==> src/rtl/cpu_pkg.sv <==
// Shared constants for the pipelined core's register file and its port counts.
package cpu_pkg;

  localparam int unsigned RF_DATA_W = 32;
  localparam int unsigned RF_ADDR_W = 5;
  localparam logic [4:0]  REG_ZERO  = 5'd0;

  // Dual-issue core: two instructions each reading two sources, two writebacks.
  localparam int unsigned RF_NUM_RD = 4;
  localparam int unsigned RF_NUM_WR = 2;

endpackage

==> src/rtl/rf_read_port.sv <==
// One registered read port: zero-register override, write-first bypass mux and
// an enabled output register with asynchronous clear.
module rf_read_port
  import cpu_pkg::*;
#(
  parameter int unsigned DATA_W   = RF_DATA_W,
  parameter int unsigned ADDR_W   = RF_ADDR_W,
  parameter int unsigned NUM_WR   = 1,
  parameter bit          ZERO_REG = 1'b1,
  parameter bit          BYPASS   = 1'b1
) (
  input  logic                     clk,
  input  logic                     rst,
  input  logic                     rd_en,
  input  logic [ADDR_W-1:0]        rd_addr,
  input  logic [DATA_W-1:0]        entry_data,
  input  logic [NUM_WR-1:0]        wr_en,
  input  logic [NUM_WR*ADDR_W-1:0] wr_addr,
  input  logic [NUM_WR*DATA_W-1:0] wr_data,
  output logic [DATA_W-1:0]        rd_data
);

  logic [DATA_W-1:0] rd_data_d;
  logic [DATA_W-1:0] rd_data_q;

  // Ascending scan so the highest matching write port overrides lower ones.
  always_comb begin
    rd_data_d = rd_data_q;
    if (rd_en) begin
      if (ZERO_REG && (rd_addr == ADDR_W'(REG_ZERO))) begin
        rd_data_d = '0;
      end else begin
        rd_data_d = entry_data;
        if (BYPASS) begin
          for (int unsigned j = 0; j < NUM_WR; j++) begin
            if (wr_en[j] && (wr_addr[j*ADDR_W +: ADDR_W] == rd_addr)) begin
              rd_data_d = wr_data[j*DATA_W +: DATA_W];
            end
          end
        end
      end
    end
  end

  always_ff @(posedge clk or posedge rst) begin
    if (rst) begin
      rd_data_q <= '0;
    end else begin
      rd_data_q <= rd_data_d;
    end
  end

  assign rd_data = rd_data_q;

endmodule

==> src/rtl/regfile_mp.sv <==
// Multi-port register file: storage array with highest-port-wins write
// resolution, feeding NUM_RD independent registered read ports.
module regfile_mp
  import cpu_pkg::*;
#(
  parameter int unsigned DATA_W   = RF_DATA_W,
  parameter int unsigned ADDR_W   = RF_ADDR_W,
  parameter int unsigned NUM_RD   = 2,
  parameter int unsigned NUM_WR   = 1,
  parameter bit          ZERO_REG = 1'b1,
  parameter bit          BYPASS   = 1'b1
) (
  input  logic                     clk,
  input  logic                     rst,
  input  logic [NUM_RD-1:0]        rd_en,
  input  logic [NUM_RD*ADDR_W-1:0] rd_addr,
  output logic [NUM_RD*DATA_W-1:0] rd_data,
  input  logic [NUM_WR-1:0]        wr_en,
  input  logic [NUM_WR*ADDR_W-1:0] wr_addr,
  input  logic [NUM_WR*DATA_W-1:0] wr_data
);

  localparam int unsigned DEPTH = 1 << ADDR_W;

  logic [DATA_W-1:0] mem_d [DEPTH];
  logic [DATA_W-1:0] mem_q [DEPTH];
  logic [DATA_W-1:0] rd_entry [NUM_RD];

  // Later (higher-index) ports overwrite earlier ones on an address conflict.
  always_comb begin
    mem_d = mem_q;
    for (int unsigned j = 0; j < NUM_WR; j++) begin
      if (wr_en[j] &&
          !(ZERO_REG && (wr_addr[j*ADDR_W +: ADDR_W] == ADDR_W'(REG_ZERO)))) begin
        mem_d[wr_addr[j*ADDR_W +: ADDR_W]] = wr_data[j*DATA_W +: DATA_W];
      end
    end
  end

  always_ff @(posedge clk or posedge rst) begin
    if (rst) begin
      for (int unsigned i = 0; i < DEPTH; i++) begin
        mem_q[i] <= '0;
      end
    end else begin
      mem_q <= mem_d;
    end
  end

  for (genvar i = 0; i < NUM_RD; i++) begin : g_rd
    assign rd_entry[i] = mem_q[rd_addr[i*ADDR_W +: ADDR_W]];

    rf_read_port #(
      .DATA_W   (DATA_W),
      .ADDR_W   (ADDR_W),
      .NUM_WR   (NUM_WR),
      .ZERO_REG (ZERO_REG),
      .BYPASS   (BYPASS)
    ) u_rd_port (
      .clk        (clk),
      .rst        (rst),
      .rd_en      (rd_en[i]),
      .rd_addr    (rd_addr[i*ADDR_W +: ADDR_W]),
      .entry_data (rd_entry[i]),
      .wr_en      (wr_en),
      .wr_addr    (wr_addr),
      .wr_data    (wr_data),
      .rd_data    (rd_data[i*DATA_W +: DATA_W])
    );
  end

endmodule
==> config.mk <==
export PLATFORM = sky130hd
export DESIGN_NAME = regfile_mp
export DESIGN_NICKNAME = d
export VERILOG_FILES = /design/src/rtl/cpu_pkg.sv /design/src/rtl/rf_read_port.sv /design/src/rtl/regfile_mp.sv
export SDC_FILE = /design/constraint.sdc
export NUM_CORES = 2
export LEC_CHECK = 0
export CORE_ASPECT_RATIO = 1.2
export CORE_UTILIZATION = 59
export CTS_BUF_LIST = sky130_fd_sc_hd__clkbuf_8
export DETAILED_ROUTE_END_ITERATION = 16
export PLACE_DENSITY = 0.79
export SYNTH_ARGS = -nofsm -noshare
export SYNTH_HDL_FRONTEND = slang
export SYNTH_HIERARCHICAL = 1
export SYNTH_SLANG_ARGS = --single-unit
==> constraint.sdc <==
create_clock -name clk -period 36.5 [get_ports clk]
set_clock_uncertainty 0.15 [all_clocks]
set_input_delay 7.3 -clock clk [delete_from_list [all_inputs] [get_ports clk]]
set_output_delay 7.3 -clock clk [all_outputs]
set_load 0.01 [all_outputs]
After elaboration in Yosys (flattened, before gate mapping)
Cells that the tools add are included.

Bits in registers: 1088. Bits of input ports: 52. Output and inout bits: 64. Logic and storage cells: 64.

$lt $le $gt $ge: 4. Eq/ne operators: 2. Muxes and demuxes: 13. Bitwise operators: 3. Reduce and logical (&&, ||, !) cells: 8.

Operator list (number): 1024-bit bitwise mux (1); 32-bit binary-select mux with 5-bit select (2); 32-bit 2-to-1 mux (9); 32-bit demux with 5-bit select (1); 6-bit >= comparator, second input constant (3); 5-bit inverter with 6-bit output (3); 5-bit zero test (3); 5-bit == test (2); 6-bit by 1-bit less-than comparator with 1-bit output, second input constant (1); 1-bit logical AND (4); 1-bit zero test (1).

Logic depth before layout (Yosys ltp)
Word-level depth: 6. Gate-level depth with buffers: 10. Gate-level depth less buffers: 7.

Modules after synthesis
Netlist, hierarchy kept.

Modules (own cells, without submodules): regfile_mp (instances 1, cells each 4602, area each 55939.9 um^2, sequential area each 25624.6 um^2); rf_read_port (instances 2, cells each 193, area each 1983.2 um^2, sequential area each 800.8 um^2).

Least setup slack after synthesis
Ideal clock, no wire load.

Path type: input-to-reg. Start: input rd_addr[1]. End: register g_rd[0].u_rd_port.rd_data_q[19]. Setup time: 0.145 ns. Arrival: 8.628 ns. Required time: 36.205 ns. Slack: 27.576 ns. Stages on the path: 10. Path buffers: 4. Cells stage by stage: buf_2 buf_4 buf_2 buf_2 mux2i_1 nand2_1 a31oi_1 nand3_1 nand2_1 o221ai_2.

RTL lines: start, declared (line regfile_mp.sv:16) `input logic [NUM_RD*ADDR_W-1:0] rd_addr,`; end signal, assigned (line rf_read_port.sv:49) `rd_data_q <= rd_data_d;`; end, declared (line rf_read_port.sv:24) `logic [DATA_W-1:0] rd_data_q;`.

==> metrics <==
Data arrival, critical path 11.68 ns; Synth Area in Compound Gates 0.08179; Primary FF master, synth dfrtp_1; Synth Area in XOR/XNOR 0.001462; final hold violations 0; Die Span Y 351.1 µm; Seq cells post-synth 1088; crit-path cells buf_8 -> buf_4 -> buf_4 -> buf_4 -> mux2i_1 -> a22o_1 -> nor3_1 -> a31oi_1 -> nand3_1 -> nand2_1 -> o221ai_2; row count 127; maximum vdd drop 39.23 µV; Post-Layout Cell Count 6333; top-area cell type share of the netlist area 0.4545; total global-route track usage 0.3665; leakage power 30.04 nW; slowest CP cell buf_4; vias post-DR 43820; mux cell area share after synthesis 0.3576; max-slew violation count 0; number of synthesized flops with an enable pin 0; Layout Nets 4910; ys async rst share 1.000; post-CTS setup buffers 0; DRT Pass-1 Iters 6; Max FO, Critical Path 78; relative max-transition margin 0.1099; clock latency on the worst-skew pair 0.86 ns; CTS tree yes; Area Growth Syn to Fin 6.993%; fin area 64100 µm²; area leader, netlist dfrtp_1; Mean Syn Cell Area 12.01 µm²; antenna-violating nets left 0; synthesized instance count 4988; final setup fails 0; Distinct cells, synth 36; most frequent cell after synthesis dfrtp_1; Die X-Extent 292.9 µm; synth warn 6; nature of the critical path startpoint input port; setup_tns 0 ns; clk slew on worst S/H paths 0.06 ns; Hold Crit Class reg -> reg; Area contributors post-synth dfrtp_1, mux2_2, mux2i_1, a22oi_1, a22o_1; io pins 116; register area share after synthesis 0.4545; Clk pwr share 0.306; overall power 3.305 mW; cell area after synthesis 59910 µm²; main combinational cell family by area after synthesis multiplexers; RSZ-0062 raised after global routing no; CTS Buffer Depth 3; CTS Buf Count 169; H-tree Lvls 4; Num Clock Sinks 1088; global-route wire length before repair 281.4 mm; largest net degree at the start of global routing 126; sequential power share 0.487; CTS resizes 0; Setup Slack @ Placement 24.56 ns; wire per inst 29.88 µm; fin crit share 0.3050; Req. time, crit path 37.05 ns; Synth Net Count 5040; vias per cell 6.920; Max-Cap Viols 0; CTS Root Cell clkbuf_8; CP most frequent cell buf_4; Adder-Cell Fraction of Synth Area 0; DRC viols 0; min Tclk post-route 11.13 ns; outcome complete, no violations; FMAX 89.82 MHz; final worst slack 25.37 ns; layout cell share with drive strength beyond 1 0.2854; PD cells 51.57 nW/µm²; Core Box Area 100300 µm²; vias in the first global route 44210; DRT Wirelength 189.2 mm; fin util 0.6392; WS Path Type in -> reg; count of input and output buffers 115; P_sw 1.004 mW; hold buffer count at CTS 0; Area after DPL 60840 µm²; Max stage delay on crit path 0.91 ns; WHS 0.2486 ns; Comb pwr share 0.207; gr ovfl total 0; Switching Share 0.3036; die area 102800 µm²; CP Capture Type flop; initial DRC count 4598; dpl hpwl 103.5 mm; simple-gate share of the synthesized area 0.05311; Starting Density 0.5975; initial antenna violation count 8; Worst-Margin Slew 1.331 ns; dpl cells 6041; gpl congestion 0.8576; Synth top cells by count dfrtp_1, mux2i_1, mux2_2, nand2_1, clkbuf_1; Pint 2.302 mW
worst max-delay path, delay by kind of cell:
family | cells | cell delay (ns)
AND/OR/NAND/NOR | 3 | 0.28
AO/OA/AOI/OAI | 3 | 0.53
multiplexers | 1 | 0.28
buffers and inverters | 4 | 3.13
area by class of cell:
type                       instances  area [µm²]
sequential                      1088       27230
multi-input combinational       3316       29710
fill                            7657       36170
tap                             1354        1694
antenna                            3       7.507
clock inverter                    85       435.4
inverter                          67       259.0
clock buffer                     204        2808
timing repair buffer             216        1959
cell families after synthesis:
logic type / count (synthesis)
and+or+nand+nor: 648
buffers and inverters: 584
muxes: 2016
AOI/OAI and AO/OA: 642
xor gates and xnor gates: 10
DFF: 1088
path summary, 6_finish.rpt:
path	from	to	slack, ns	cells past startpoint
setup reg to reg	mem_q[898]	g_rd[1].u_rd_port/rd_data[2]	34.57	7
setup / recovery	rd_addr[1]	g_rd[0].u_rd_port/rd_data[16]	25.37	11
min in group asynchronous	rst	mem_q[457]	6.94	2
max in group asynchronous	rst	mem_q[789]	26.73	4
hold / removal	mem_q[1007]	mem_q[1007]	0.25	0
hold reg to reg	mem_q[1007]	mem_q[1007]	0.25	0
cells in the final DEF (no fill, tap or decap), types with 2 or more instances in the layout:
cell type / synthesis / layout
a22o_1: 128 / 128
nand3_1: 194 / 194
a31oi_1: 64 / 64
nand2_2: 0 / 17
inv_2: 0 / 2
nand2b_2: 0 / 4
bufinv_16: 0 / 2
nand4_1: 64 / 64
nor3b_2: 3 / 3
and2_4: 0 / 2
buf_4: 71 / 97
o221ai_2: 64 / 64
nand3b_1: 4 / 4
xnor2_1: 2 / 2
inv_6: 0 / 5
mux2_1: 38 / 38
clkdlybuf4s50_1: 0 / 111
mux2i_1: 1024 / 1024
nor3_1: 65 / 65
clkbuf_8: 0 / 204
a21oi_1: 192 / 192
buf_2: 115 / 2
nand2_1: 274 / 257
nor2_4: 16 / 18
clkinvlp_4: 0 / 4
buf_12: 0 / 4
or4_1: 2 / 2
mux2_2: 954 / 954
and2_2: 0 / 4
dfrtp_1: 1088 / 1088
buf_8: 0 / 2
or2_2: 3 / 3
clkinv_2: 0 / 19
xor2_1: 8 / 8
diode_2: 0 / 3
inv_1: 67 / 119
a22oi_1: 192 / 192
nor2b_4: 0 / 4
nor4_4: 2 / 2
power groups by stage:
| stage | sequential [mW] | clock (mW) | combinational (mW) |
|---|---|---|---|
| floorplan | 1.58 | 0 | 0.518 |
| finish | 1.61 | 1.01 | 0.686 |
| global placement | 1.61 | 0 | 0.655 |
| global route | 1.64 | 1.07 | 0.735 |
| CTS | 1.60 | 1.02 | 0.678 |
| detailed placement | 1.62 | 0 | 0.675 |
layer usage:
layer  global-route usage  vias to the layer above  part of all wire
li1                     -                    18080                 -
met1               0.4725                    22470              0.39
met2               0.5675                     2580              0.45
met3              0.08631                      684              0.10
met4               0.2111                       12             0.062
met5                    0                        -           0.00036
registers in the layout, indices dropped and copies added, names as in the netlist:
| register | flops |
|---|---|
| mem_q | 1024 |
| g_rd.u_rd_port/rd_data | 64 |
No activity file was read; power rests on OpenSTA's default activity.
